<file path="src/rtl/tcb_img_pkg.sv">
// Shared constants and FSM encoding for the 11x11 image stream packer.
package tcb_img_pkg;
    localparam int PIX_W    = 8;
    localparam int N_PIX    = 121;
    localparam int FRAME_W  = PIX_W * N_PIX;
    localparam int LAST_IDX = N_PIX - 1;

    typedef enum logic {
        FILL = 1'b0,
        DROP = 1'b1
    } state_e;
endpackage

</file>
<file path="src/rtl/tcb_img_frame_slot.sv">
// One frame buffer: FRAME_W register with a pixel-indexed write port and async clear.
module tcb_img_frame_slot #(
    parameter int PIX_W = 8,
    parameter int N_PIX = 121
) (
    input  logic                   clk,
    input  logic                   rst,
    input  logic                   we,
    input  logic [6:0]             idx,
    input  logic [PIX_W-1:0]       din,
    output logic [PIX_W*N_PIX-1:0] q
);
    // Pixel 0 occupies the most significant PIX_W bits.
    always_ff @(posedge clk or negedge rst) begin
        if (!rst) begin
            q <= '0;
        end else if (we) begin
            for (int unsigned i = 0; i < N_PIX; i++) begin
                if (idx == 7'(i)) begin
                    q[PIX_W*(N_PIX-1-i) +: PIX_W] <= din;
                end
            end
        end
    end
endmodule

</file>
<file path="src/rtl/tcb_img_stream_packer.sv">
// Packs an 11x11 pixel stream into 968-bit frames through a ping-pong buffer,
// flagging short/long frames via pix_last.
module tcb_img_stream_packer #(
    parameter int  PIX_W   = 8,
    parameter int  N_PIX   = 121,
    localparam int FRAME_W = PIX_W * N_PIX
) (
    input  logic               clk,
    input  logic               rst,
    input  logic               pix_valid,
    output logic               pix_ready,
    input  logic [PIX_W-1:0]   pix_data,
    input  logic               pix_last,
    output logic [FRAME_W-1:0] img_out,
    output logic               valid_out,
    input  logic               ready_in,
    output logic               frame_err,
    output logic [7:0]         err_cnt
);
    import tcb_img_pkg::*;

    localparam logic [6:0] LAST_K = 7'(N_PIX - 1);

    state_e             state, state_next;
    logic [6:0]         k;
    logic               wr_sel, rd_sel;
    logic [1:0]         occ, occ_next;
    logic               accept, pop, at_last, filling, commit, bad, ready_next;
    logic               we0, we1;
    logic [FRAME_W-1:0] q0, q1;

    always_comb begin
        accept  = pix_valid && pix_ready;
        pop     = valid_out && ready_in;
        at_last = (k == LAST_K);
        filling = accept && (state == FILL);
        commit  = filling && at_last && pix_last;
        // Short frame: last flag early; long frame: no last flag at the final index.
        bad     = filling && (at_last != pix_last);
        we0     = filling && !wr_sel;
        we1     = filling && wr_sel;

        occ_next = occ;
        if (commit && !pop)      occ_next = occ + 2'd1;
        else if (!commit && pop) occ_next = occ - 2'd1;

        state_next = state;
        if (accept) begin
            if (state == FILL && at_last && !pix_last) state_next = DROP;
            else if (state == DROP && pix_last)        state_next = FILL;
        end

        ready_next = (state_next == DROP) ? 1'b1 : (occ_next != 2'd2);
        img_out    = rd_sel ? q1 : q0;
    end

    always_ff @(posedge clk or negedge rst) begin
        if (!rst) begin
            state     <= FILL;
            k         <= '0;
            wr_sel    <= 1'b0;
            rd_sel    <= 1'b0;
            occ       <= '0;
            pix_ready <= 1'b0;
            valid_out <= 1'b0;
            frame_err <= 1'b0;
            err_cnt   <= '0;
        end else begin
            state     <= state_next;
            occ       <= occ_next;
            pix_ready <= ready_next;
            valid_out <= (occ_next != 2'd0);
            frame_err <= bad;
            if (bad && err_cnt != 8'hFF) err_cnt <= err_cnt + 8'd1;
            if (commit) wr_sel <= ~wr_sel;
            if (pop)    rd_sel <= ~rd_sel;
            if (filling) k <= (at_last || pix_last) ? 7'd0 : k + 7'd1;
        end
    end

    tcb_img_frame_slot #(.PIX_W(PIX_W), .N_PIX(N_PIX)) u_slot0 (
        .clk(clk), .rst(rst), .we(we0), .idx(k), .din(pix_data), .q(q0)
    );

    tcb_img_frame_slot #(.PIX_W(PIX_W), .N_PIX(N_PIX)) u_slot1 (
        .clk(clk), .rst(rst), .we(we1), .idx(k), .din(pix_data), .q(q1)
    );
endmodule

</file>
<file path="config.mk">
export PLATFORM = sky130hd
export DESIGN_NAME = tcb_img_stream_packer
export DESIGN_NICKNAME = d
export VERILOG_FILES = /design/src/rtl/tcb_img_pkg.sv /design/src/rtl/tcb_img_frame_slot.sv /design/src/rtl/tcb_img_stream_packer.sv
export SDC_FILE = /design/constraint.sdc
export NUM_CORES = 2
export LEC_CHECK = 0
export ABC_AREA = 0
export ABC_CLOCK_PERIOD_IN_PS = 5800
export CAP_MARGIN = 20
export CORE_MARGIN = 4
export CORE_UTILIZATION = 40
export CTS_BUF_LIST = sky130_fd_sc_hd__clkbuf_16
export DETAILED_ROUTE_END_ITERATION = 8
export PLACE_DENSITY_LB_ADDON = 0.3
export SYNTH_ARGS = -nofsm -noshare
export SYNTH_HDL_FRONTEND = slang
export SYNTH_SLANG_ARGS = --single-unit
</file>
<file path="constraint.sdc">
create_clock -name clk -period 5.8 [get_ports clk]
set_clock_uncertainty 0.05 [all_clocks]
set_input_delay 0.87 -clock clk [delete_from_list [all_inputs] [get_ports clk]]
set_output_delay 0.87 -clock clk [all_outputs]
set_load 0.005 [all_outputs]
</file>
== Yosys cells after proc, flatten, opt, wreduce, memory -nomap -nowiden ==
Cells that the tools add are included.
Word-level totals
  register bits after elaboration: 1959
  word-level logic and storage cells: 652
  output and inout bits: 979
  bits of input ports: 13
Operators by class
  add/subtract/negate cells: 4
  reductions and logical operators: 263
  eq/ne operators: 123
  muxes and demuxes: 8
  bitwise operators: 3
Operators with widths (number)
  2-to-1 mux 968 bit: 1
  AND reduction 2 bit: 242
  equality test 7 bit, second input constant: 57
  equality test 7 x 6 -> 1 bit, second input constant: 32
  equality test 7 x 5 -> 1 bit, second input constant: 16
  equality test 7 x 4 -> 1 bit, second input constant: 8
  equality test 7 x 3 -> 1 bit, second input constant: 4
  equality test 7 x 2 -> 1 bit, second input constant: 2
  logical AND 1 bit: 14
  adder 8 x 1 -> 8 bit, second input constant: 1
  inequality test 8 bit, second input constant: 1
  adder 7 x 1 -> 7 bit, second input constant: 1
  equality test 7 x 1 -> 1 bit, second input constant: 1
  zero test 7 bit: 1
  2-to-1 mux 7 bit: 1
  zero test 1 bit: 4
  2-to-1 mux 1 bit: 4
  2-to-1 mux 2 bit: 2
  inverter 1 bit: 3
  adder 2 x 1 -> 2 bit, second input constant: 1
  inequality test 2 bit, second input constant: 1
  nonzero test 2 bit: 1
  subtractor 2 x 1 -> 2 bit, second input constant: 1
  logical OR 1 bit: 1
  inequality test 1 bit: 1

== Depth between registers and ports, before layout ==
  depth after elaboration: 10
  gate-level depth with buffers: 11
  depth with buffers taken out: 9

== By module ==
Synthesis repeated with hierarchy kept, for this count alone.
Second synthesis, totals
  cells, all modules: 5684
  area total of the unflattened synthesis: 86016.2 µm²
By module, submodules not included
  tcb_img_frame_slot: cells each 2246, times used 2, area an instance 36688.9 µm², sequential area each 24223.2 µm²
  tcb_img_stream_packer: cells each 1192, times used 1, area an instance 12638.4 µm², sequential area each 575.6 µm²

== Worst setup path before layout ==
No wires, ideal clock.
  path type: reg2out
  start point: register rd_sel
  end point: output img_out[448]
  path slack: 3.134 ns
  required time: 4.880 ns
  cell stages (with the launch flop): 6
  arrival: 1.746 ns
  path buffers: 4
  cell sequence: dfrtp_1 -> clkbuf_1 -> clkbuf_1 -> clkbuf_1 -> clkbuf_1 -> mux2_2
On the way
  longest elaborated chain between the ends: 1
Ends and longest elaborated chain
  from (decl): line tcb_img_stream_packer.sv:26  | logic wr_sel, rd_sel;
  from (signal assigned): line tcb_img_stream_packer.sv:76  | if (pop) rd_sel <= ~rd_sel;
  2-to-1 mux 968 bit: line tcb_img_stream_packer.sv:54  | img_out = rd_sel ? q1 : q0;
  to (decl): line tcb_img_stream_packer.sv:14  | output logic [FRAME_W-1:0] img_out,
No other way between the ends.

== Worst setup path after layout ==
  start point: register rd_sel
  end point: output img_out[340]
Same word-level chain as after synthesis.

==> impl_metrics.yaml <==
setup_path:
  critPathKind: "reg2out"
  rrSetupSlack_ns: 1.78
  crit_path_end_kind: "primary output"
  worstPathRequired_ns: 4.88
  r2r_cells: 7
  crit_arrival_ns: 3.54
  cp-start-kind: "flop"
  cp_max_fo: 63
sta:
  hold_viol_final: 0
  holdWs_ns: 0.405
  slew_headroom: 0.167
  period_share: 0.769
  clock.fmax_mhz: 224
  final-max-slew-violation-count: 0
  tns_ns: 0
  setup_violations: 0
  worstMarginPinSlew_ns: 1.25
  rsz0062_at_grt: "no"
  period_needed_ns: 4.46
global_routing:
  grt_overflow: 0
  antenna_found_initial: 7
  grt_max_degree: 175
  grt_pass1_wl_microns: 393000
  track_usage: 0.239
  first_global_vias: 54500
die:
  fp-row-count: 170
  ios: 992
  core-area_sq_um: 215000
  start_util: 0.402
  die-area_sq_um: 223000
  die_w_microns: 472
  dieHeight_microns: 472
hold_path:
  hold_depth: 2
  hp-class: "in2reg"
status:
  outcome: "complete, no violations"
power_and_ir_drop:
  switching_power_mw: 6.77
  power_density_nw_per_um2: 267
  p_comb_frac: 0.057
  seq_power_share: 0.494
  ir_drop_mv: 0.302
  power.leakage_nw: 51.2
  p_int_mw: 21.5
  swShare: 0.240
  clock_power_share: 0.448
final_layout:
  fin_nets: 6596
  fillers: 18200
  drive_above_1_share: 0.517
  syn_to_final_growth_pct: 22.8
placed_design:
  numPortBuffers: 991
  gp_congestion: 0.796
  dp_hpwl_microns: 182000
clock_tree:
  htreeDepth: 4
  clock_tree.root_cell: "clkbuf_16"
  clkSlewWorstSetupHoldPaths_ns: 0.06
  clk_latency_ns: 0.85
  cts_tree: "done"
  numCtsBuffers: 211
  cts_resized: 0
  cts_sinks: 1959
  clock_path_buffers: 3
detailed_routing:
  vias_per_cell: 5.33
  num_vias: 51200
  ant_nets: 0
  firstDrtPassIters: 7
  route.detailed.drc: 0
  drtIter0Drc: 2534
  routed_wl_microns: 272000
  wl_per_cell_microns: 28.3
synthesis:
  synth_edf_count: 0
  synth.distinct_cells: 57
  synth_top_flop_cell: "dfrtp_1"
  synthCells: 5668
  async_reset_ff_frac: 1.00
  synth_fp_nets: 5687
  yosysWarnings: 0
  ys_seq_area_frac: 0.568
  synth_area_sq_um: 86200
  synth.avg_cell_area_sq_um: 15.2
  synth_seq_cells: 1959
flow_run:
  cap_violations: 0
[Yosys cell counts, drive strengths merged (2+ instances only)]
master / count / area, sq um
and3b: 5 / 43.8
inv: 5 / 18.8
nor2: 206 / 1610
nand3b: 5 / 41.3
a21boi: 2 / 15.0
nand3: 28 / 178
nor3: 4 / 25.0
or3: 3 / 18.8
nor3b: 4 / 40.0
ha: 6 / 75.1
nand2b: 6 / 37.5
nand2: 76 / 335
clkbuf: 333 / 1250
and2: 5 / 31.3
nor2b: 2 / 12.5
xor2: 7 / 61.3
mux2: 2905 / 32700
or3b: 7 / 61.3
dfrtp: 1959 / 49000
buf: 53 / 287
a31oi: 3 / 18.8
and3: 4 / 25.0
o21a: 2 / 15.0
or2: 4 / 25.0
and4b: 3 / 30.0
o21ai: 9 / 45.0
a21oi: 2 / 10.0
o31ai: 3 / 22.5
xnor2: 3 / 26.3
[layout make-up]
cell class / instances / area (sq um) / area share
clock inverters: 178 / 1220 / 0.0115
multi-input cells: 3318 / 35700 / 0.337
well taps: 2838 / 3550 / 0.0335
clock buffers: 211 / 5280 / 0.0499
flip-flops and latches: 1959 / 49000 / 0.463
diodes: 4 / 10.0 / 0.0000945
inverters: 5 / 18.8 / 0.000177
repair buffers: 1082 / 11100 / 0.105
[worst paths after layout]
kind / start / to
max: rd_sel / img_out[340]
min: pix_data[7] / u_slot0.q[183]
max reg2reg: k[0] / u_slot1.q[85]
min reg2reg: u_slot0.q[464] / u_slot0.q[464]
max in group asynchronous: rst / rd_sel
min in group asynchronous: rst / u_slot1.q[194]
[critical path, stage by stage, from the launching register on]
cell	delay, ns
dfrtp_4	1.03
buf_12	0.29
buf_12	0.32
mux2_2	0.39
clkdlybuf4s50_1	0.57
[kinds of logic after synthesis]
kind of cell	after synthesis	synth area share
AOI/OAI and AO/OA	29	0.00225
xor gates and xnor gates	10	0.00102
adders and majority gates	6	0.000871
buffers and inverters	391	0.0180
DFF	1959	0.568
muxes	2906	0.379
and+or+nand+nor	367	0.0299
[state kept, by name (all words and copies together), names as in the netlist, 2 cells and up]
register   flops
u_slot0.q    968
u_slot1.q    968
occ            2
k              7
err_cnt        8
[through the flow]
step	instances	setup slack (ns)	power (mW)	area (sq um)	util
after CTS	9591	1.20	28.6	106000	0.493
after floorplan	5668	3.13	14.7	86200	-
after detailed placement	9201	1.46	15.9	99400	0.463
final	9595	1.34	28.2	106000	0.493
after global placement	9197	1.37	15.8	99300	0.463
after global routing	9591	1.18	29.2	106000	0.493
[cell usage in the layout (no fill, tap or decap), types with 7 or more instances in the layout]
| cell | instances |
|---|---|
| dfrtp_1 | 1958 |
| inv_1 | 76 |
| clkinv_16 | 7 |
| clkdlybuf4s50_1 | 982 |
| clkbuf_8 | 8 |
| mux2_1 | 19 |
| buf_4 | 55 |
| nand3_1 | 21 |
| buf_12 | 33 |
| nor2_2 | 140 |
| nor2_4 | 43 |
| nor2_8 | 10 |
| nand2_1 | 56 |
| nand2_2 | 20 |
| clkbuf_16 | 211 |
| nor2_1 | 13 |
| clkinv_2 | 30 |
| o21ai_0 | 9 |
| clkinv_1 | 50 |
| xor2_1 | 7 |
| mux2_2 | 2886 |
| bufinv_16 | 9 |
[layer usage]
| layer | GRT usage | vias up | wire length (microns) |
|---|---|---|---|
| met4 | 0.0887 | 2 | 11200 |
| met5 | 0 | - | 20 |
| met2 | 0.385 | 1250 | 127000 |
| li1 | - | 22000 | - |
| met1 | 0.309 | 27600 | 115000 |
| met3 | 0.0653 | 360 | 18200 |
[power groups by stage]
stage / registers, mW / logic [mW] / clock network (mW)
final: 14.0 / 1.62 / 12.7
after floorplan: 14.2 / 0.561 / 0
after detailed placement: 14.2 / 1.66 / 0
after global placement: 14.2 / 1.64 / 0
after global routing: 14.0 / 1.73 / 13.5
after CTS: 14.0 / 1.67 / 13.0
[repair_timing]
| action | CTS | global route |
|---|---|---|
| buffers inserted | 0 | 0 |
| endpoints found under the hold margin | 42 | 0 |
| hold buffers | 1 | 0 |
(Power assumes the default switching activity.)
